--- config.mk ---
export PLATFORM = sky130hd
export DESIGN_NAME = pulse_scheduler
export DESIGN_NICKNAME = d
export VERILOG_FILES = /design/src/rtl/pulse_scheduler_pkg.sv /design/src/rtl/pulse_channel.sv /design/src/rtl/pulse_scheduler.sv
export SDC_FILE = /design/constraint.sdc
export NUM_CORES = 1
export LEC_CHECK = 0
export ABC_AREA = 1
export CAP_MARGIN = 20
export CORE_UTILIZATION = 50
export CTS_CLUSTER_DIAMETER = 200
export CTS_CLUSTER_SIZE = 8
export DETAILED_ROUTE_END_ITERATION = 6
export GPL_TIMING_DRIVEN = 0
export PLACE_DENSITY = 0.71
export SYNTH_ARGS = -nofsm -noshare
export SYNTH_HDL_FRONTEND = slang
export SYNTH_SLANG_ARGS = --single-unit
--- constraint.sdc ---
create_clock -name clock -period 1.9 [get_ports clock]
set_input_delay 0.285 -clock clock [delete_from_list [all_inputs] [get_ports clock]]
set_output_delay 0.285 -clock clock [all_outputs]
set_load 0.02 [all_outputs]
--- src/rtl/pulse_scheduler_pkg.sv ---
// Purpose : shared defaults and FSM state encoding for the pulse scheduler.
// Contents: NCH_DEF / PW_DEF / DW_DEF parameter defaults and the per-channel
//           IDLE/RUN state constants.
package pulse_sched_pkg;

    localparam int NCH_DEF = 4;  // number of channels
    localparam int PW_DEF  = 8;  // pattern width per channel
    localparam int DW_DEF  = 4;  // step-divider width

    localparam logic [0:0] ST_IDLE = 1'b0;
    localparam logic [0:0] ST_RUN  = 1'b1;

endpackage

--- src/rtl/pulse_channel.sv ---
// Purpose : one pulse channel. It holds the channel configuration and a
//           two-state FSM, and serialises the pattern LSB-first with each
//           bit held div+1 clocks.
// Ports   : clock, reset_n       - clock, async active-low reset
//           cfg_wr_i             - accepted configuration write (decoded by top)
//           cfg_pattern_i/len_i/div_i/repeat_i - configuration fields
//           start_i, stop_i      - start / abort requests
//           signal_o             - registered pulse output
//           done_o               - one-cycle pulse on one-shot completion
//           state_o              - current FSM state (ST_IDLE / ST_RUN)
module pulse_channel
    import pulse_sched_pkg::*;
#(
    parameter int PW = PW_DEF,
    parameter int DW = DW_DEF,
    localparam int LW = (PW > 1) ? $clog2(PW) : 1
) (
    input  logic          clock,
    input  logic          reset_n,
    input  logic          cfg_wr_i,
    input  logic [PW-1:0] cfg_pattern_i,
    input  logic [LW-1:0] cfg_len_i,
    input  logic [DW-1:0] cfg_div_i,
    input  logic          cfg_repeat_i,
    input  logic          start_i,
    input  logic          stop_i,
    output logic          signal_o,
    output logic          done_o,
    output logic [0:0]    state_o
);

    logic [0:0]    state_q, state_d;
    logic [PW-1:0] pattern_q, pattern_d;
    logic [LW-1:0] len_q, len_d;
    logic [DW-1:0] div_q, div_d;
    logic          rpt_q, rpt_d;
    logic [LW-1:0] bit_q, bit_d;
    logic [DW-1:0] cnt_q, cnt_d;
    logic          signal_q, signal_d;
    logic          done_q, done_d;

    always_comb begin
        state_d   = state_q;
        pattern_d = pattern_q;
        len_d     = len_q;
        div_d     = div_q;
        rpt_d     = rpt_q;
        bit_d     = bit_q;
        cnt_d     = cnt_q;
        done_d    = 1'b0;

        // The top only asserts cfg_wr_i when this channel is IDLE and not
        // being started, so a write can never disturb a running sequence.
        if (cfg_wr_i) begin
            pattern_d = cfg_pattern_i;
            len_d     = cfg_len_i;
            div_d     = cfg_div_i;
            rpt_d     = cfg_repeat_i;
        end

        case (state_q)
            ST_IDLE: begin
                // stop has priority over a simultaneous start
                if (start_i && !stop_i) begin
                    state_d = ST_RUN;
                    bit_d   = '0;
                    cnt_d   = '0;
                end
            end
            ST_RUN: begin
                if (stop_i) begin
                    state_d = ST_IDLE;
                    bit_d   = '0;
                    cnt_d   = '0;
                end else if (cnt_q == div_q) begin
                    cnt_d = '0;
                    if (bit_q == len_q) begin
                        bit_d = '0;
                        if (!rpt_q) begin
                            state_d = ST_IDLE;
                            done_d  = 1'b1;
                        end
                    end else begin
                        bit_d = bit_q + LW'(1);
                    end
                end else begin
                    cnt_d = cnt_q + DW'(1);
                end
            end
            default: begin
                state_d = ST_IDLE;
                bit_d   = '0;
                cnt_d   = '0;
            end
        endcase

        // Output is registered: it shows the bit selected for the next cycle.
        signal_d = (state_d == ST_RUN) ? pattern_q[bit_d] : 1'b0;
    end

    always_ff @(posedge clock or negedge reset_n) begin
        if (!reset_n) begin
            state_q   <= ST_IDLE;
            pattern_q <= '0;
            len_q     <= '0;
            div_q     <= '0;
            rpt_q     <= 1'b0;
            bit_q     <= '0;
            cnt_q     <= '0;
            signal_q  <= 1'b0;
            done_q    <= 1'b0;
        end else begin
            state_q   <= state_d;
            pattern_q <= pattern_d;
            len_q     <= len_d;
            div_q     <= div_d;
            rpt_q     <= rpt_d;
            bit_q     <= bit_d;
            cnt_q     <= cnt_d;
            signal_q  <= signal_d;
            done_q    <= done_d;
        end
    end

    assign signal_o = signal_q;
    assign done_o   = done_q;
    assign state_o  = state_q;

endmodule

--- src/rtl/pulse_scheduler.sv ---
// Purpose : NCH independent pattern pulse generators sharing one
//           configuration write port.
// Ports   : clock, reset_n   - clock, async active-low reset
//           cfg_we, cfg_ch   - write strobe and target channel
//           cfg_pattern/len/div/repeat - channel configuration fields
//           cfg_err          - one-cycle pulse when a write is rejected
//           start, stop      - per-channel start / abort requests
//           signal, busy, done - per-channel registered outputs
// Handshake: none; a write is accepted in the cycle cfg_we is high unless
//           the target is out of range, RUNning, or being started that cycle.
module pulse_scheduler
    import pulse_sched_pkg::*;
#(
    parameter int NCH = NCH_DEF,
    parameter int PW  = PW_DEF,
    parameter int DW  = DW_DEF,
    localparam int CW = (NCH > 1) ? $clog2(NCH) : 1,
    localparam int LW = (PW > 1) ? $clog2(PW) : 1
) (
    input  logic           clock,
    input  logic           reset_n,
    input  logic           cfg_we,
    input  logic [CW-1:0]  cfg_ch,
    input  logic [PW-1:0]  cfg_pattern,
    input  logic [LW-1:0]  cfg_len,
    input  logic [DW-1:0]  cfg_div,
    input  logic           cfg_repeat,
    output logic           cfg_err,
    input  logic [NCH-1:0] start,
    input  logic [NCH-1:0] stop,
    output logic [NCH-1:0] signal,
    output logic [NCH-1:0] busy,
    output logic [NCH-1:0] done
);

    logic [NCH-1:0] sel;        // one-hot decode of cfg_ch (zero if out of range)
    logic [NCH-1:0] wr_ok;      // accepted write per channel
    logic [NCH-1:0] run_w;
    logic           reject;
    logic           cfg_err_q, cfg_err_d;

    always_comb begin
        sel = '0;
        for (int i = 0; i < NCH; i++) begin
            sel[i] = cfg_we && (cfg_ch == CW'(i));
        end
        // Out of range shows up as no channel selected.
        reject    = cfg_we && ((sel == '0) || ((sel & (run_w | start)) != '0));
        wr_ok     = reject ? '0 : sel;
        cfg_err_d = reject;
    end

    for (genvar g = 0; g < NCH; g++) begin : g_ch
        logic [0:0] st;

        pulse_channel #(.PW(PW), .DW(DW)) u_ch (
            .clock         (clock),
            .reset_n       (reset_n),
            .cfg_wr_i      (wr_ok[g]),
            .cfg_pattern_i (cfg_pattern),
            .cfg_len_i     (cfg_len),
            .cfg_div_i     (cfg_div),
            .cfg_repeat_i  (cfg_repeat),
            .start_i       (start[g]),
            .stop_i        (stop[g]),
            .signal_o      (signal[g]),
            .done_o        (done[g]),
            .state_o       (st)
        );

        // Direct decode of the registered state, so busy is registered too.
        assign run_w[g] = (st == ST_RUN);
    end

    assign busy = run_w;

    always_ff @(posedge clock or negedge reset_n) begin
        if (!reset_n) begin
            cfg_err_q <= 1'b0;
        end else begin
            cfg_err_q <= cfg_err_d;
        end
    end

    assign cfg_err = cfg_err_q;

endmodule

# Word-level counts from Yosys, hierarchy flattened
# Cells that the tools add are included.
# totals
input_bits,29
output_inout_bits,13
register_bits,105
elab_cells,180
# classes
magnitude_cmp,4
n_bitwise,6
addsub,8
n_eq_ne,15
muxes,93
reduce_logical,17
# ops
cell,n
2-to-1 mux 4 bit,13
2-to-1 mux 1 bit,48
2-to-1 mux 3 bit,16
case mux 4 bit (2 select lines),4
case mux 3 bit (2 select lines),4
adder 4 x 1 -> 4 bit (second input constant),4
equality test 4 bit,4
< comparator 3 x 4 -> 1 bit (second input constant),4
adder 3 x 1 -> 3 bit (second input constant),4
binary-select mux 1 bit (select 3 bit),4
equality test 3 bit,4
logical AND 1 bit,9
!= test 2 x 1 -> 1 bit (second input constant),4
case mux 1 bit (2 select lines),4
AND 4 bit,1
equality test 2 bit (second input constant),2
zero test 1 bit,4
zero test 4 bit,1
NOT 1 bit,4
bitwise OR 4 bit,1
nonzero test 4 bit,1
equality test 2 x 1 -> 1 bit (second input constant),1
zero test 2 bit,1
logical OR 1 bit,1

# Longest topological paths before layout
# depth
word_depth,8
depth_mapped,15

# Cells and area by module
# A second synthesis with hierarchy kept.
# unflattened
cells_unflattened,747
hier_area_um2,5997.0
# modules_own_cells
module,n_inst,area_each_um2,cells_each
pulse_channel,4,1460.2,180
pulse_scheduler,1,156.4,27

# Worst setup path before layout
# Ideal clock, no wire load.
# synth_timing
path_kind,register to register
startpoint,reg g_ch[0].u_ch.state_q
endpoint,reg g_ch[3].u_ch.len_q[1]
t_arrival_ns,1.524
setup_time_ns,0.127
stages_incl_launch_ff,8
required_ns,1.773
path_slack_ns,0.249
path_cell_list,dfrtp_1 -> nor2_1 -> nor4_1 -> nor4_4 -> nand4_2 -> buf_4 -> nand2_1 -> o21ai_0
# synth_between
elab_chain_cells,6
# synth_rtl
item,line,source
"start, declared",pulse_channel.sv:32,"logic [0:0] state_q, state_d;"
"start signal, assigned",pulse_channel.sv:113,state_q <= state_d;
bitwise OR 4 bit,pulse_scheduler.sv:48,reject = cfg_we && ((sel == '0) || ((sel & (run_w | start)) != '0));
AND 4 bit,pulse_scheduler.sv:48,
nonzero test 4 bit,pulse_scheduler.sv:48,
logical OR 1 bit,pulse_scheduler.sv:48,
logical AND 1 bit,pulse_scheduler.sv:48,
2-to-1 mux 4 bit,pulse_scheduler.sv:49,wr_ok = reject ? '0 : sel;
"end signal, assigned",pulse_channel.sv:115,len_q <= len_d;
"end, declared",pulse_channel.sv:34,"logic [LW-1:0] len_q, len_d;"
# No other way between the ends.
# A chain may end at the register's enable or synchronous reset.

# Worst setup path in the final report
# layout_timing
startpoint,reg g_ch[2].u_ch.state_q
endpoint,out busy[2]
# layout_rtl
item,line,source
"start, declared",pulse_channel.sv:32,
"start signal, assigned",pulse_channel.sv:113,
"end, declared",pulse_scheduler.sv:32,"output logic [NCH-1:0] busy,"
# No word-level cell between the ends.

==> key figures <==
Synth
  – Synth Cell Area: 5420 um^2
  – Synth warnings: 0
  – Cell taking the most area after synthesis: dfrtp_1
  – Syn Nets: 737
  – Syn Area/Cell: 7.75 um^2
  – Sequential fraction of the synthesis area: 48.5%
  – Distinct cells, synth: 25
  – Synth top area cells: dfrtp_1 (48%), nand2_1 (14%), inv_1 (8.1%), o21ai_1 (5.6%), nor2_1 (4.0%)
  – Top-area cell type share of the netlist area: 48.5%
  – Syn Inst Count: 700
  – Flops & latches, synth: 105

Final layout
  – Non-filler cells, final: 905
  – Fin util: 62.5%
  – Layout cells sized above 1: 13.9%
  – Nets@finish: 800
  – P&R area growth vs syn: 20.1%
  – Layout fillers: 926
  – Design area: 6510 um^2

Floorplanning
  – Die area: 11,300 um^2
  – Rows: 37
  – CORE AREA: 10,400 um^2
  – Starting Density: 52.1%
  – Die Height: 106 um
  – # IOs: 42
  – Die Wd: 106 um

Global route
  – Vias in the first global route: 4,504
  – All-Layer GR Usage: 23.8%
  – Initial antenna violation count: 1
  – Largest net degree at the start of global routing: 74
  – Global-route wire length before repair: 20.7 mm
  – Global route overflow: 0

Place
  – Final GP Congestion: 0.854
  – Placed insts: 878
  – Detailed Place HPWL: 9.01 mm
  – Port Buf Inserts: 41
  – Placement Cell Area: 6030 um^2

Clock tree
  – Worst-case clock buffer depth: 2
  – CTS buffer count: 9
  – Worst-path clk slew: 0.10 ns
  – CTS tree: yes
  – Clk Latency, worst-skew pair: 0.38 ns
  – Clock Sinks: 105
  – CTS HTree Levels: 3
  – Clock tree root buffer cell: clkbuf_8

STA
  – Setup TNS: 0 ns
  – Max Freq: 0.558 GHz
  – Max-slew violations: 0
  – Final Setup Violations: 0
  – Post-route minimum period: 1.79 ns
  – Final setup skew: 0.0131 ns
  – Hold Vio Cnt, Final: 0
  – Worst Max-Slew Pin Slew: 0.452 ns
  – Final worst-path cycle share: 94.3%
  – Hold slack: 0.383 ns
  – Relative slew slack: 69.9%

Drt
  – Antenna-violating nets left: 0
  – DRT Wirelength: 12.5 mm
  – DRC: 0
  – Vias per Instance: 5.02
  – DR WL/cell: 13.8 um
  – Initial drt markers: 209
  – Number of detailed-route iterations in the first pass: 4
  – Vias post-DR: 4,546

Power
  – Lkg Pwr: 3.31 nW
  – P per Cell Area: 966 nW/um^2
  – Peak VDD IR: 461 uV

Worst setup path
  – Critical Path AT: 1.51 ns
  – CP required: 1.62 ns
  – Critical path class: flip-flop to output port
  – Worst R2R End: g_ch[0].u_ch.signal_o
  – CP Launch Type: flip-flop
  – Reg2reg setup slack: 0.11 ns
  – Worst-path maximum fanout: 3
  – Worst setup EP type: output port
  – RR Startpoint: g_ch[0].u_ch.cnt_q[1]
  – R2R depth: 14

Status
  – Status: complete, no violations

Job
  – Max Cap Viol: 0

Min path
  – HP Class: input pin to asynchronous set/reset pin
-- metal layers --
metal  part of all wire, %  vias to the layer above  GRT usage [%]
met5                     0                        -              0
met4                   2.1                        0           11.2
met3                   3.2                       22           3.74
met2                    48                       78           38.6
met1                    47                     2157           31.3
li1                      -                     2289              -
-- power breakdown --
| part | internal (mW) | total (mW) | switching, mW |
|---|---|---|---|
| registers | 2.61 | 2.91 | 0.296 |
| logic | 0.752 | 1.84 | 1.08 |
| clock network | 0.777 | 1.55 | 0.771 |
-- cells in the final DEF (no fill, tap or decap), types with 2 or more instances in the layout --
| cell | netlist | routed |
|---|---|---|
| inv_1 | 117 | 114 |
| nand2_4 | 0 | 2 |
| dfrtp_1 | 105 | 101 |
| nand2_2 | 11 | 10 |
| nand3_1 | 42 | 42 |
| buf_2 | 3 | 3 |
| nor2_1 | 58 | 41 |
| nand4_2 | 4 | 4 |
| nand3b_1 | 7 | 7 |
| a21oi_2 | 0 | 4 |
| a22oi_1 | 2 | 2 |
| o21ai_2 | 0 | 2 |
| o21ai_0 | 19 | 15 |
| bufinv_16 | 0 | 2 |
| clkinv_2 | 0 | 2 |
| o21bai_2 | 0 | 2 |
| ha_1 | 8 | 8 |
| o21ai_1 | 61 | 63 |
| nor2_4 | 0 | 7 |
| buf_4 | 20 | 30 |
| xnor2_1 | 8 | 8 |
| nor2_2 | 3 | 13 |
| nor3_1 | 2 | 2 |
| nor4_4 | 1 | 4 |
| xor2_1 | 7 | 7 |
| inv_2 | 0 | 3 |
| o22ai_1 | 8 | 8 |
| nand2_1 | 198 | 197 |
| dfrtp_2 | 0 | 4 |
| clkdlybuf4s50_1 | 0 | 37 |
| a21oi_1 | 6 | 2 |
| clkbuf_8 | 0 | 10 |
| dlymetal6s2s_1 | 0 | 3 |
-- sequential cells by signal (all words and copies together), names as in the netlist --
| signal | cells |
|---|---|
| g_ch.u_ch.cnt_q | 16 |
| g_ch.u_ch.signal_o | 4 |
| cfg_err | 1 |
| g_ch.u_ch.pattern_q | 32 |
| g_ch.u_ch.state_o | 4 |
| g_ch.u_ch.done_o | 4 |
| g_ch.u_ch.div_q | 16 |
| g_ch.u_ch.len_q | 12 |
| g_ch.u_ch.bit_q | 12 |
| g_ch.u_ch.rpt_q | 4 |
-- Yosys cell counts --
cell type  number
nand3b_1        7
o21ai_1        61
nand3_1        42
or2_2           1
nand4_2         4
ha_1            8
a22oi_1         2
nor2_1         58
nor3_1          2
buf_2           3
buf_4          20
o21ai_0        19
a21oi_1         6
xor2_1          7
dfrtp_1       105
nor2_2          3
buf_6           1
xnor2_1         8
nand2_2        11
nor4_1          5
nand2_1       198
o22ai_1         8
nor4_4          1
o21bai_1        3
inv_1         117
-- per-stage QoR --
stage / total power, mW / worst slack, ns
finish: 6.29 / 0.108
global route: 6.72 / -0.0572
CTS: 6.15 / 0.00866
detailed placement: 4.59 / -0.430
global placement: 4.52 / -3.41
floorplan: 4.08 / 0.249
-- worst max path at each step --
stage / depth (start not counted) / slack [ns] / end / start
5_1_grt: 14 / -0.06 / g_ch[0].u_ch.signal_o / g_ch[0].u_ch.cnt_q[1]
2_1_floorplan: 7 / 0.25 / g_ch[3].u_ch.len_q[1] / g_ch[0].u_ch.state_o
3_5_place_dp: 8 / -0.43 / g_ch[3].u_ch.div_q[1] / start[2]
6_report: 2 / 0.11 / busy[2] / g_ch[2].u_ch.state_o
3_3_place_gp: 1 / -3.41 / g_ch[2].u_ch.cnt_q[1] / reset_n
4_1_cts: 8 / 0.009 / g_ch[1].u_ch.div_q[3] / cfg_ch[0]
-- cells by family after synthesis --
family          synth area share (%)
simple gates                    26.4
buf+inv                         11.4
compound gates                  9.55
fa+ha+maj                       1.85
xor+xnor                        2.42
flops                           48.5
-- layout make-up --
type                       instances  area, um^2  area share, %
antenna                            1        2.50         0.0384
buffer                            24         176           2.71
clock buffer                      11         141           2.17
timing repair buffer              52         520           7.99
tap                              136         170           2.61
multi-input combinational        454        2350           36.1
inverter                         117         439           6.74
clock inverter                     5        78.8           1.21
sequential                       105        2630           40.4
-- critical path, stage by stage, from the launching register on --
cell	delay [ns]
dfrtp_1	0.42
buf_4	0.12
clkdlybuf4s50_1	0.58
-- repair_timing --
item	in CTS	in global routing
endpoints found under the hold margin	32	0
gates resized for setup	4	52
setup endpoints to repair	64	68
buffers inserted	3	6
hold buffers	1	0
cloned	0	0
pin swaps	1	9
Power figures use the tool's default switching activity.
